`config.mk`:
```
export PLATFORM = sky130hd
export DESIGN_NAME = rbcp_reg_responder_flat
export DESIGN_NICKNAME = d
export VERILOG_FILES = /design/src/rtl/rbcp_reg_responder_if.sv /design/src/rtl/rbcp_reg_responder.sv /design/src/flat_wrapper.sv
export SDC_FILE = /design/constraint.sdc
export NUM_CORES = 1
export LEC_CHECK = 0
export ABC_AREA = 1
export CAP_MARGIN = 20
export CORE_ASPECT_RATIO = 1.75
export CORE_MARGIN = 1.5
export CORE_UTILIZATION = 46
export CTS_CLUSTER_DIAMETER = 120
export DETAILED_ROUTE_END_ITERATION = 10
export PLACE_DENSITY = 0.76
export REMOVE_ABC_BUFFERS = 1
export SYNTH_ARGS = -nofsm -noshare
export SYNTH_HDL_FRONTEND = slang
export SYNTH_SLANG_ARGS = --single-unit
```
`constraint.sdc`:
```
create_clock -name CLK -period 2.2 [get_ports CLK]
set_input_delay 0.33 -clock CLK [delete_from_list [all_inputs] [get_ports CLK]]
set_output_delay 0.33 -clock CLK [all_outputs]
set_load 0.05 [all_outputs]
```
`src/rtl/rbcp_reg_responder_if.sv`:
```
// RBCP link between the SiTCP core (master) and a register responder (slave).
interface rbcp_if;
    logic        RBCP_ACT;
    logic [31:0] RBCP_ADDR;
    logic        RBCP_WE;
    logic        RBCP_RE;
    logic [7:0]  RBCP_WD;
    logic        RBCP_ACK;
    logic [7:0]  RBCP_RD;

    modport master (
        output RBCP_ACT, RBCP_ADDR, RBCP_WE, RBCP_RE, RBCP_WD,
        input  RBCP_ACK, RBCP_RD
    );

    modport slave (
        input  RBCP_ACT, RBCP_ADDR, RBCP_WE, RBCP_RE, RBCP_WD,
        output RBCP_ACK, RBCP_RD
    );
endinterface

```
`src/rtl/rbcp_reg_responder.sv`:
```
// RBCP register responder: control bytes, status snapshot, version word and write pulses.
// Optional feature macro RBCP_ERR_CNT_EN adds a saturating unmapped-access counter at offset 0x3F.
module rbcp_reg_responder #(
    parameter logic [31:0]         BASE_ADDR   = 32'h0000_0000,
    parameter int                  N_CTRL      = 8,
    parameter logic [8*N_CTRL-1:0] CTRL_INIT   = '0,
    parameter logic [31:0]         VERSION     = 32'h0000_0001,
    parameter int                  ACK_LATENCY = 1
) (
    input  logic                CLK,
    input  logic                SYS_RSTn,
    rbcp_if.slave               bus,
    output logic [8*N_CTRL-1:0] CTRL_OUT,
    output logic [7:0]          PULSE_OUT,
    input  logic [31:0]         STATUS_IN
);

    localparam logic [7:0] CTRL_LIM = 8'(N_CTRL);

    logic [7:0]  w_off;
    logic        w_hit;
    logic        w_busy;
    logic        w_accept;
    logic        w_wr;
    logic        w_rd;
    logic        w_mapped;
    logic [7:0]  w_rd_mux;

    logic [ACK_LATENCY-1:0] r_vld;
    logic [7:0]             r_rd_pipe [ACK_LATENCY];
    logic [7:0]             r_ctrl [N_CTRL];
    logic [7:0]             r_pulse;
    logic [23:0]            r_shadow;
`ifdef RBCP_ERR_CNT_EN
    logic [7:0]             r_err_cnt;
`endif

    assign w_off = bus.RBCP_ADDR[7:0];
    assign w_hit = (bus.RBCP_ADDR[31:8] == BASE_ADDR[31:8]);

    // The stage that is currently acking does not block a new strobe.
    always_comb begin
        w_busy = 1'b0;
        for (int k = 0; k < ACK_LATENCY - 1; k++) begin
            w_busy = w_busy | r_vld[k];
        end
    end

    assign w_accept = bus.RBCP_ACT & w_hit & (bus.RBCP_WE | bus.RBCP_RE) & ~w_busy;
    assign w_wr     = w_accept & bus.RBCP_WE;
    assign w_rd     = w_accept & bus.RBCP_RE & ~bus.RBCP_WE;

    always_comb begin
        w_mapped = (w_off < CTRL_LIM)
                 || (w_off >= 8'h10 && w_off <= 8'h13)
                 || (w_off == 8'h20)
                 || (w_off >= 8'h30 && w_off <= 8'h33);
`ifdef RBCP_ERR_CNT_EN
        if (w_off == 8'h3F) begin
            w_mapped = 1'b1;
        end
`endif
    end

    always_comb begin
        w_rd_mux = 8'h00;
        if (w_rd) begin
            for (int k = 0; k < N_CTRL; k++) begin
                if (w_off == 8'(k)) begin
                    w_rd_mux = r_ctrl[k];
                end
            end
            case (w_off)
                8'h10:   w_rd_mux = STATUS_IN[7:0];
                8'h11:   w_rd_mux = r_shadow[7:0];
                8'h12:   w_rd_mux = r_shadow[15:8];
                8'h13:   w_rd_mux = r_shadow[23:16];
                8'h30:   w_rd_mux = VERSION[7:0];
                8'h31:   w_rd_mux = VERSION[15:8];
                8'h32:   w_rd_mux = VERSION[23:16];
                8'h33:   w_rd_mux = VERSION[31:24];
`ifdef RBCP_ERR_CNT_EN
                8'h3F:   w_rd_mux = r_err_cnt;
`endif
                default: ;
            endcase
        end
    end

    // Ack pipeline: stage 0 holds the read data captured one cycle after the strobe.
    always_ff @(posedge CLK) begin
        if (!SYS_RSTn || !bus.RBCP_ACT) begin
            r_vld <= '0;
            for (int k = 0; k < ACK_LATENCY; k++) begin
                r_rd_pipe[k] <= 8'h00;
            end
        end else begin
            r_vld[0]     <= w_accept;
            r_rd_pipe[0] <= w_rd_mux;
            for (int k = 1; k < ACK_LATENCY; k++) begin
                r_vld[k]     <= r_vld[k-1];
                r_rd_pipe[k] <= r_rd_pipe[k-1];
            end
        end
    end

    always_ff @(posedge CLK) begin
        if (!SYS_RSTn) begin
            for (int k = 0; k < N_CTRL; k++) begin
                r_ctrl[k] <= CTRL_INIT[8*k +: 8];
            end
            r_pulse  <= 8'h00;
            r_shadow <= 24'h0;
        end else begin
            r_pulse <= (w_wr && w_off == 8'h20) ? bus.RBCP_WD : 8'h00;
            if (w_rd && w_off == 8'h10) begin
                r_shadow <= STATUS_IN[31:8];
            end
            for (int k = 0; k < N_CTRL; k++) begin
                if (w_wr && w_off == 8'(k)) begin
                    r_ctrl[k] <= bus.RBCP_WD;
                end
            end
        end
    end

`ifdef RBCP_ERR_CNT_EN
    always_ff @(posedge CLK) begin
        if (!SYS_RSTn) begin
            r_err_cnt <= 8'h00;
        end else if (w_wr && w_off == 8'h3F) begin
            r_err_cnt <= 8'h00;
        end else if (w_accept && !w_mapped && r_err_cnt != 8'hFF) begin
            r_err_cnt <= r_err_cnt + 8'h01;
        end
    end
`endif

    assign bus.RBCP_ACK = r_vld[ACK_LATENCY-1];
    assign bus.RBCP_RD  = r_rd_pipe[ACK_LATENCY-1];
    assign PULSE_OUT    = r_pulse;

    for (genvar g = 0; g < N_CTRL; g++) begin : g_ctrl_out
        assign CTRL_OUT[8*g +: 8] = r_ctrl[g];
    end

endmodule

```
`src/flat_wrapper.sv`:
```
// flat-port wrapper written by rule: the top's interface ports become plain ports
module rbcp_reg_responder_flat 
#(
    parameter logic [31:0]         BASE_ADDR   = 32'h0000_0000,
    parameter int                  N_CTRL      = 8,
    parameter logic [8*N_CTRL-1:0] CTRL_INIT   = '0,
    parameter logic [31:0]         VERSION     = 32'h0000_0001,
    parameter int                  ACK_LATENCY = 1
)
  (CLK, SYS_RSTn, CTRL_OUT, PULSE_OUT, STATUS_IN, bus_RBCP_ACT, bus_RBCP_ADDR, bus_RBCP_WE, bus_RBCP_RE, bus_RBCP_WD, bus_RBCP_ACK, bus_RBCP_RD);
  rbcp_if bus_i ();
  input  logic CLK;
  input  logic SYS_RSTn;
  output logic [8*N_CTRL-1:0] CTRL_OUT;
  output logic [7:0] PULSE_OUT;
  input  logic [31:0] STATUS_IN;
  input wire logic [$bits(bus_i.RBCP_ACT)-1:0] bus_RBCP_ACT;
  input wire logic [$bits(bus_i.RBCP_ADDR)-1:0] bus_RBCP_ADDR;
  input wire logic [$bits(bus_i.RBCP_WE)-1:0] bus_RBCP_WE;
  input wire logic [$bits(bus_i.RBCP_RE)-1:0] bus_RBCP_RE;
  input wire logic [$bits(bus_i.RBCP_WD)-1:0] bus_RBCP_WD;
  output wire logic [$bits(bus_i.RBCP_ACK)-1:0] bus_RBCP_ACK;
  output wire logic [$bits(bus_i.RBCP_RD)-1:0] bus_RBCP_RD;
  assign bus_i.RBCP_ACT = bus_RBCP_ACT;
  assign bus_i.RBCP_ADDR = bus_RBCP_ADDR;
  assign bus_i.RBCP_WE = bus_RBCP_WE;
  assign bus_i.RBCP_RE = bus_RBCP_RE;
  assign bus_i.RBCP_WD = bus_RBCP_WD;
  assign bus_RBCP_ACK = bus_i.RBCP_ACK;
  assign bus_RBCP_RD = bus_i.RBCP_RD;
  rbcp_reg_responder #(.BASE_ADDR(BASE_ADDR), .N_CTRL(N_CTRL), .CTRL_INIT(CTRL_INIT), .VERSION(VERSION), .ACK_LATENCY(ACK_LATENCY)) u_core (.CLK(CLK), .SYS_RSTn(SYS_RSTn), .bus(bus_i), .CTRL_OUT(CTRL_OUT), .PULSE_OUT(PULSE_OUT), .STATUS_IN(STATUS_IN));
endmodule
```
==> run_results.csv <==
group,metric,value,unit
clock_network,ctsHoldBuffers,0,
synthesis,async_flop_share,0,%
critical_path,cp-start-kind,"input pin",
synthesis,synth_edf_count,64,
layout,areaGrowthSynthToFinish,46.8,%
layout,drive_above_1_share,10.2,%
synthesis,synth.avg_cell_area,8.40,sq um
layout,final.fill_count,809,
synthesis,syn_area,4860,sq um
global_routing,grt_pass1_wl,22200,microns
timing,post-route-min-period,1940,ps
clock_network,clkTransAtPathRegs,70,ps
global_routing,grt_overflow,0,
timing,rsz0062_at_grt,"false",
drt,wirelength,14600,microns
global_routing,grt_usage,26.7,%
global_routing,antenna_found_initial,0,
clock_network,numClockSinks,105,
clock_network,clock-root-buffer,"clkbuf_16",
clock_network,numCtsBuffers,9,
clock_network,cts-root-to-sink-buffers,2,
synthesis,yosysSeqAreaShare,56.4,%
synthesis,synthCells,579,
synthesis,synthTopCellsByArea,"edfxtp_1 (40%), dfxtp_1 (17%), nand2_1 (12%)",
power_and_ir_drop,power.density,611,nW/um^2
hold_path,hold_class,"flip-flop to flip-flop",
timing,worst_slew_pin_slew,581,ps
die,die_w,80.7,microns
timing,max_freq,517,MHz
synthesis,synth_commonest_cells,"nand2_1 (155), nor2_1 (151), inv_1 (71)",
critical_path,slowest_stage,"clkdlybuf4s50_1",
critical_path,cpPeakStageDelay,400,ps
die,io_pins,158,
clock_network,post_cts_resized,0,
synthesis,ys_warn_count,0,
drt,drc,0,
critical_path,critPathMaxFanout,9,
drt,first_iter_violations,255,
timing,hold_viol,0,
clock_network,cts_setup_buffers,0,
critical_path,cp.required,2270,ps
run_status,outcome,"completed",
synthesis,ys_ff_latch,105,
drt,via_count,4506,
global_routing,grt_max_degree,49,
timing,skew,9.53,ps
layout,nNetsFinal,858,
place,gp_congestion,0.892,
place,post-dp-hpwl,11600,microns
critical_path,worstPathCellList,"clkdlybuf4s50_1, or2_1, nor4_4, and2_2, buf_12, nand4_1, nand2_1, buf_4",
critical_path,arrival,2000,ps
place,io_buffers,157,
timing,period_share,88.0,%
flow_run,cap_violations,0,
critical_path,critPathCaptureType,"flip-flop",
global_routing,first_global_vias,4734,
timing,setup_viol,0,
synthesis,yosysMostFrequentCell,"nand2_1",
drt,ant_nets,0,
critical_path,worstSetupPathType,"input pin to flip-flop",
die,die_h,139,microns
synthesis,yosys_most_used_dff,"edfxtp_1",
power_and_ir_drop,peakVddDrop,0.507,mV
die,initial_core_util,47.2,%
timing,relSlewSlack,61.1,%
synthesis,synth_cell_type_count,32,
synthesis,synth_top_area_share,39.5,%
drt,dr.pass1.iters,5,
power_and_ir_drop,power.total,4360,uW
clock_network,cts_tree,"built",
layout,diodes,0,
power_and_ir_drop,leakage,0.00306,uW
timing,hold_slack,520,ps
drt,avgViaCountPerCell,4.94,
drt,wl_per_cell,15.9,microns
synthesis,yosys.area.top_type,"edfxtp_1",
die,fp.coreArea,10300,sq um
clock_network,cts-htree-levels,3,
die,dieArea,11200,sq um
timing,final_max_slew_viol_count,0,
clock_network,clkLatencyLatePin,350,ps
die,rows,49,
==> registers in the layout (all words and copies together) (netlist names) <==
signal / count
u_core.PULSE_OUT: 8
u_core.bus.RBCP_ACK: 1
u_core.r_shadow: 24
u_core.r_ctrl: 64
u_core.r_rd_pipe: 8
==> report_power, final <==
group / switching (uW) / internal, uW / total, uW
clock: 692 / 767 / 1460
combinational: 426 / 276 / 702
sequential: 48.4 / 2160 / 2200
==> kinds of logic (layout without fill, tap and decap cells) <==
family | count (synthesis) | count (layout) | share of synthesized area, %
AND/OR/NAND/NOR | 366 | 366 | 33.2
flip-flops | 105 | 105 | 56.4
AO/OA/AOI/OAI | 22 | 22 | 2.70
buffers and inverters | 86 | 293 | 7.64
==> through the flow <==
stage	TNS (ps)	instances	worst slack (ps)	util, %	instance area (sq um)
2_1_floorplan	0	566	11.2	-	4760
4_1_cts	0	913	281	69.3	7140
6_report	0	913	264	69.3	7140
5_1_grt	0	913	184	69.3	7140
3_5_place_dp	-2760	897	-78.5	66.7	6870
3_3_place_gp	-1150	897	-28.5	66.7	6870
==> critical path: cells and delay by family <==
| family | cells | cell delay [ps] |
|---|---|---|
| AND/OR/NAND/NOR | 5 | 970 |
| buffers and inverters | 3 | 690 |
==> layout by cell type, fill, tap and decap left out, types with 9 or more instances in the layout <==
cell type        count
nand4_1             10
nand3_1             23
clkdlybuf4s50_1    157
nand2_1            155
dfxtp_1             41
edfxtp_1            64
clkbuf_16            9
nor2_1             151
buf_4               45
inv_1               71
==> metal layers <==
layer  global-route usage [%]  up-vias  routed length, microns
met3                     4.74       37                     716
met5                        0        -                       0
met2                     51.0      162                    8220
li1                         -     2228                       -
met1                     26.0     2079                    5090
met4                     13.3        0                     538
==> final timing paths <==
| kind | startpoint | to | slack [ps] | cells after the start |
|---|---|---|---|---|
| setup / recovery | bus_RBCP_ADDR[29] | u_core.r_ctrl[3][8] | 260 | 8 |
| hold / removal | u_core.r_shadow[8] | u_core.r_shadow[8] | 520 | 4 |
| setup reg to reg | u_core.r_ctrl[0][14] | u_core.r_rd_pipe[0][6] | 940 | 8 |
| hold reg to reg | u_core.r_shadow[8] | u_core.r_shadow[8] | 520 | 4 |
==> final cells by class <==
| type | instances | area (sq um) | share of cell area, % |
|---|---|---|---|
| clock buffer | 11 | 233 | 3.26 |
| clock inverter | 5 | 32.5 | 0.456 |
| inverter | 73 | 274 | 3.84 |
| multi-input combinational | 388 | 1750 | 24.5 |
| sequential | 105 | 2740 | 38.4 |
| tap | 127 | 159 | 2.23 |
| timing repair buffer | 204 | 1950 | 27.3 |
Note: power is estimated with default switching activity, not from simulation.
==> variant, RTL diff (same settings) <==
`ACK_LATENCY` is set to 1 in 2 places; all go to 2.
--- a/src/rtl/rbcp_reg_responder.sv
+++ b/src/rtl/rbcp_reg_responder.sv
@@ -6,5 +6,5 @@
     parameter logic [8*N_CTRL-1:0] CTRL_INIT   = '0,
     parameter logic [31:0]         VERSION     = 32'h0000_0001,
-    parameter int                  ACK_LATENCY = 1
+    parameter int                  ACK_LATENCY = 2
 ) (
     input  logic                CLK,
--- a/src/flat_wrapper.sv
+++ b/src/flat_wrapper.sv
@@ -6,5 +6,5 @@
     parameter logic [8*N_CTRL-1:0] CTRL_INIT   = '0,
     parameter logic [31:0]         VERSION     = 32'h0000_0001,
-    parameter int                  ACK_LATENCY = 1
+    parameter int                  ACK_LATENCY = 2
 )
   (CLK, SYS_RSTn, CTRL_OUT, PULSE_OUT, STATUS_IN, bus_RBCP_ACT, bus_RBCP_ADDR, bus_RBCP_WE, bus_RBCP_RE, bus_RBCP_WD, bus_RBCP_ACK, bus_RBCP_RD);
Check against the original RTL: not equivalent (a bounded check fails within 4 cycles, from zero or initial values and one cycle with SYS_RSTn low).
==> variant against the original RTL <==
Worst setup slack got worse by 0.049 ns; area after synthesis is 10% higher; power increased by 32%; final area rose by 10%; die area grew 9.8%; sequential cell count grew 9; sequential share of layout area is 1.3 points lower; routed wire length increased by 13%; combinational power is 16% lower; critical path type unchanged; largest cell class unchanged.
==> variant: results (changes against the original RTL) <==
Outcome
  • Outcome: completed

Route
  • Vias per cell: 5.002 (+1.4%)
  • DR WL met2: 9383 um (+14%)
  • WL met1: 5611 um (+10%)
  • Met3 wire length: 833 um (+16%)
  • DR iter-0 viols: 256 (+0.39%)

Logic synthesis
  • Distinct cells, synth: 30 (-6.3%)
  • Post-Syn Area per Cell: 8.606 sq um (+2.5%)
  • Commonest cells in the synthesized netlist: 147 x nand2_1, 120 x nor2_1, 78 x inv_1
  • Register area share after synthesis: 0.5460 (-0.01817)
  • Top post-synthesis cells by area: edfxtp_1 36%, dfxtp_1 19%, nand2_1 10%

STA
  • Clock skew: 0.006196 ns (-0.003331 ns)
  • Hold Slack: 0.4112 ns (-0.1089 ns)
  • Slew margin rel.: 0.6347 (+0.02341)
  • Setup ws final: 0.2155 ns (-0.04871 ns)

Clock tree
  • H-tree Lvls: 4 (+1)
  • Insertion delay to the later sink of the worst-skew pair: 0.41 ns (+0.06 ns)
  • CTS buffer count: 17 (+8)

GRT
  • Gr usage total: 0.2741 (+0.007376)
  • First-pass GRT wire length: 25650 um (+16%)

Placed design
  • GPL Wtd Cong: 0.9523 (+6.7%)
  • Pre-CTS setup slack: -0.2111 ns (-0.1327 ns)
  • Cells after DPL: 927 (+3.3%)
  • Area after DPL: 0.007247 sq mm (+5.5%)

Power and ir drop
  • Leakage power: 3.297 nW (+7.8%)
  • Peak supply drop: 581.1 uV (+15%)

Final layout
  • FILL cells: 881 (+8.9%)
  • Total Nets Final: 888 (+3.5%)
  • Largest registers: u_core.r_ctrl: 64 flops, u_core.r_shadow: 24 flops, u_core.r_rd_pipe: 16 flops

Setup path
  • Reg-to-reg slack, setup: 0.38 ns (-0.56 ns)
variant: changes by cell type in the layout (fill, tap and decap cells not counted), sizes merged, moves of 7 or more:
cell	unedited run	this run
inv	74	94
buf	47	35
clkbuf	11	20
dfxtp	41	50
nand3	30	39
o21ai	6	15
nor2	158	165
variant: tightest hold or removal path, cell delays in order, from the launching register on:
cell,delay [ns]
dfxtp_1,0.30
inv_1,0.04
nor2_1,0.03
variant: cell families after synthesis:
family                 synth area share
and+or+nand+nor                  0.3375
DFF                              0.5460
buffers and inverters           0.09093
AOI/OAI and AO/OA               0.02548
variant: per-layer routing:
| metal | global-route usage | vias to the layer above |
|---|---|---|
| met3 | 0.05275 | 39 |
| li1 | - | 2331 |
| met1 | 0.2731 | 2262 |
| met5 | 0 | - |
| met4 | 0.1177 | 0 |
| met2 | 0.5333 | 165 |
variant: path summary, 6_finish.rpt:
check,start,end,depth (start not counted)
worst min register to register,u_core.r_rd_pipe[0][7]$_SDFF_PP0_,u_core.r_rd_pipe[0][15]$_SDFF_PP0_,2
worst max register to register,u_core.r_vld[0]$_SDFF_PP0_,u_core.r_ctrl[3][9]$_DFFE_PP_,7
worst max-delay path,bus_RBCP_WE,u_core.r_ctrl[3][9]$_DFFE_PP_,8
worst min-delay path,u_core.r_rd_pipe[0][7]$_SDFF_PP0_,u_core.r_rd_pipe[0][15]$_SDFF_PP0_,2
variant: area by class of cell:
cell class	count	area [sq um]	area share
clock inverters	12	130.1	0.01652
flip-flops and latches	114	2923	0.3710
clock buffers	20	500.5	0.06353
repair buffers	192	1884	0.2392
well taps	135	168.9	0.02144
inverters	86	322.8	0.04098
multi-input cells	400	1948	0.2473
variant: where the power goes:
part,leakage [nW],total [mW],internal (mW),switching (mW)
Clock,0.314,2.86,1.80,1.06
Sequential,1.07,2.34,2.30,0.0383
Combinational,1.91,0.588,0.238,0.350
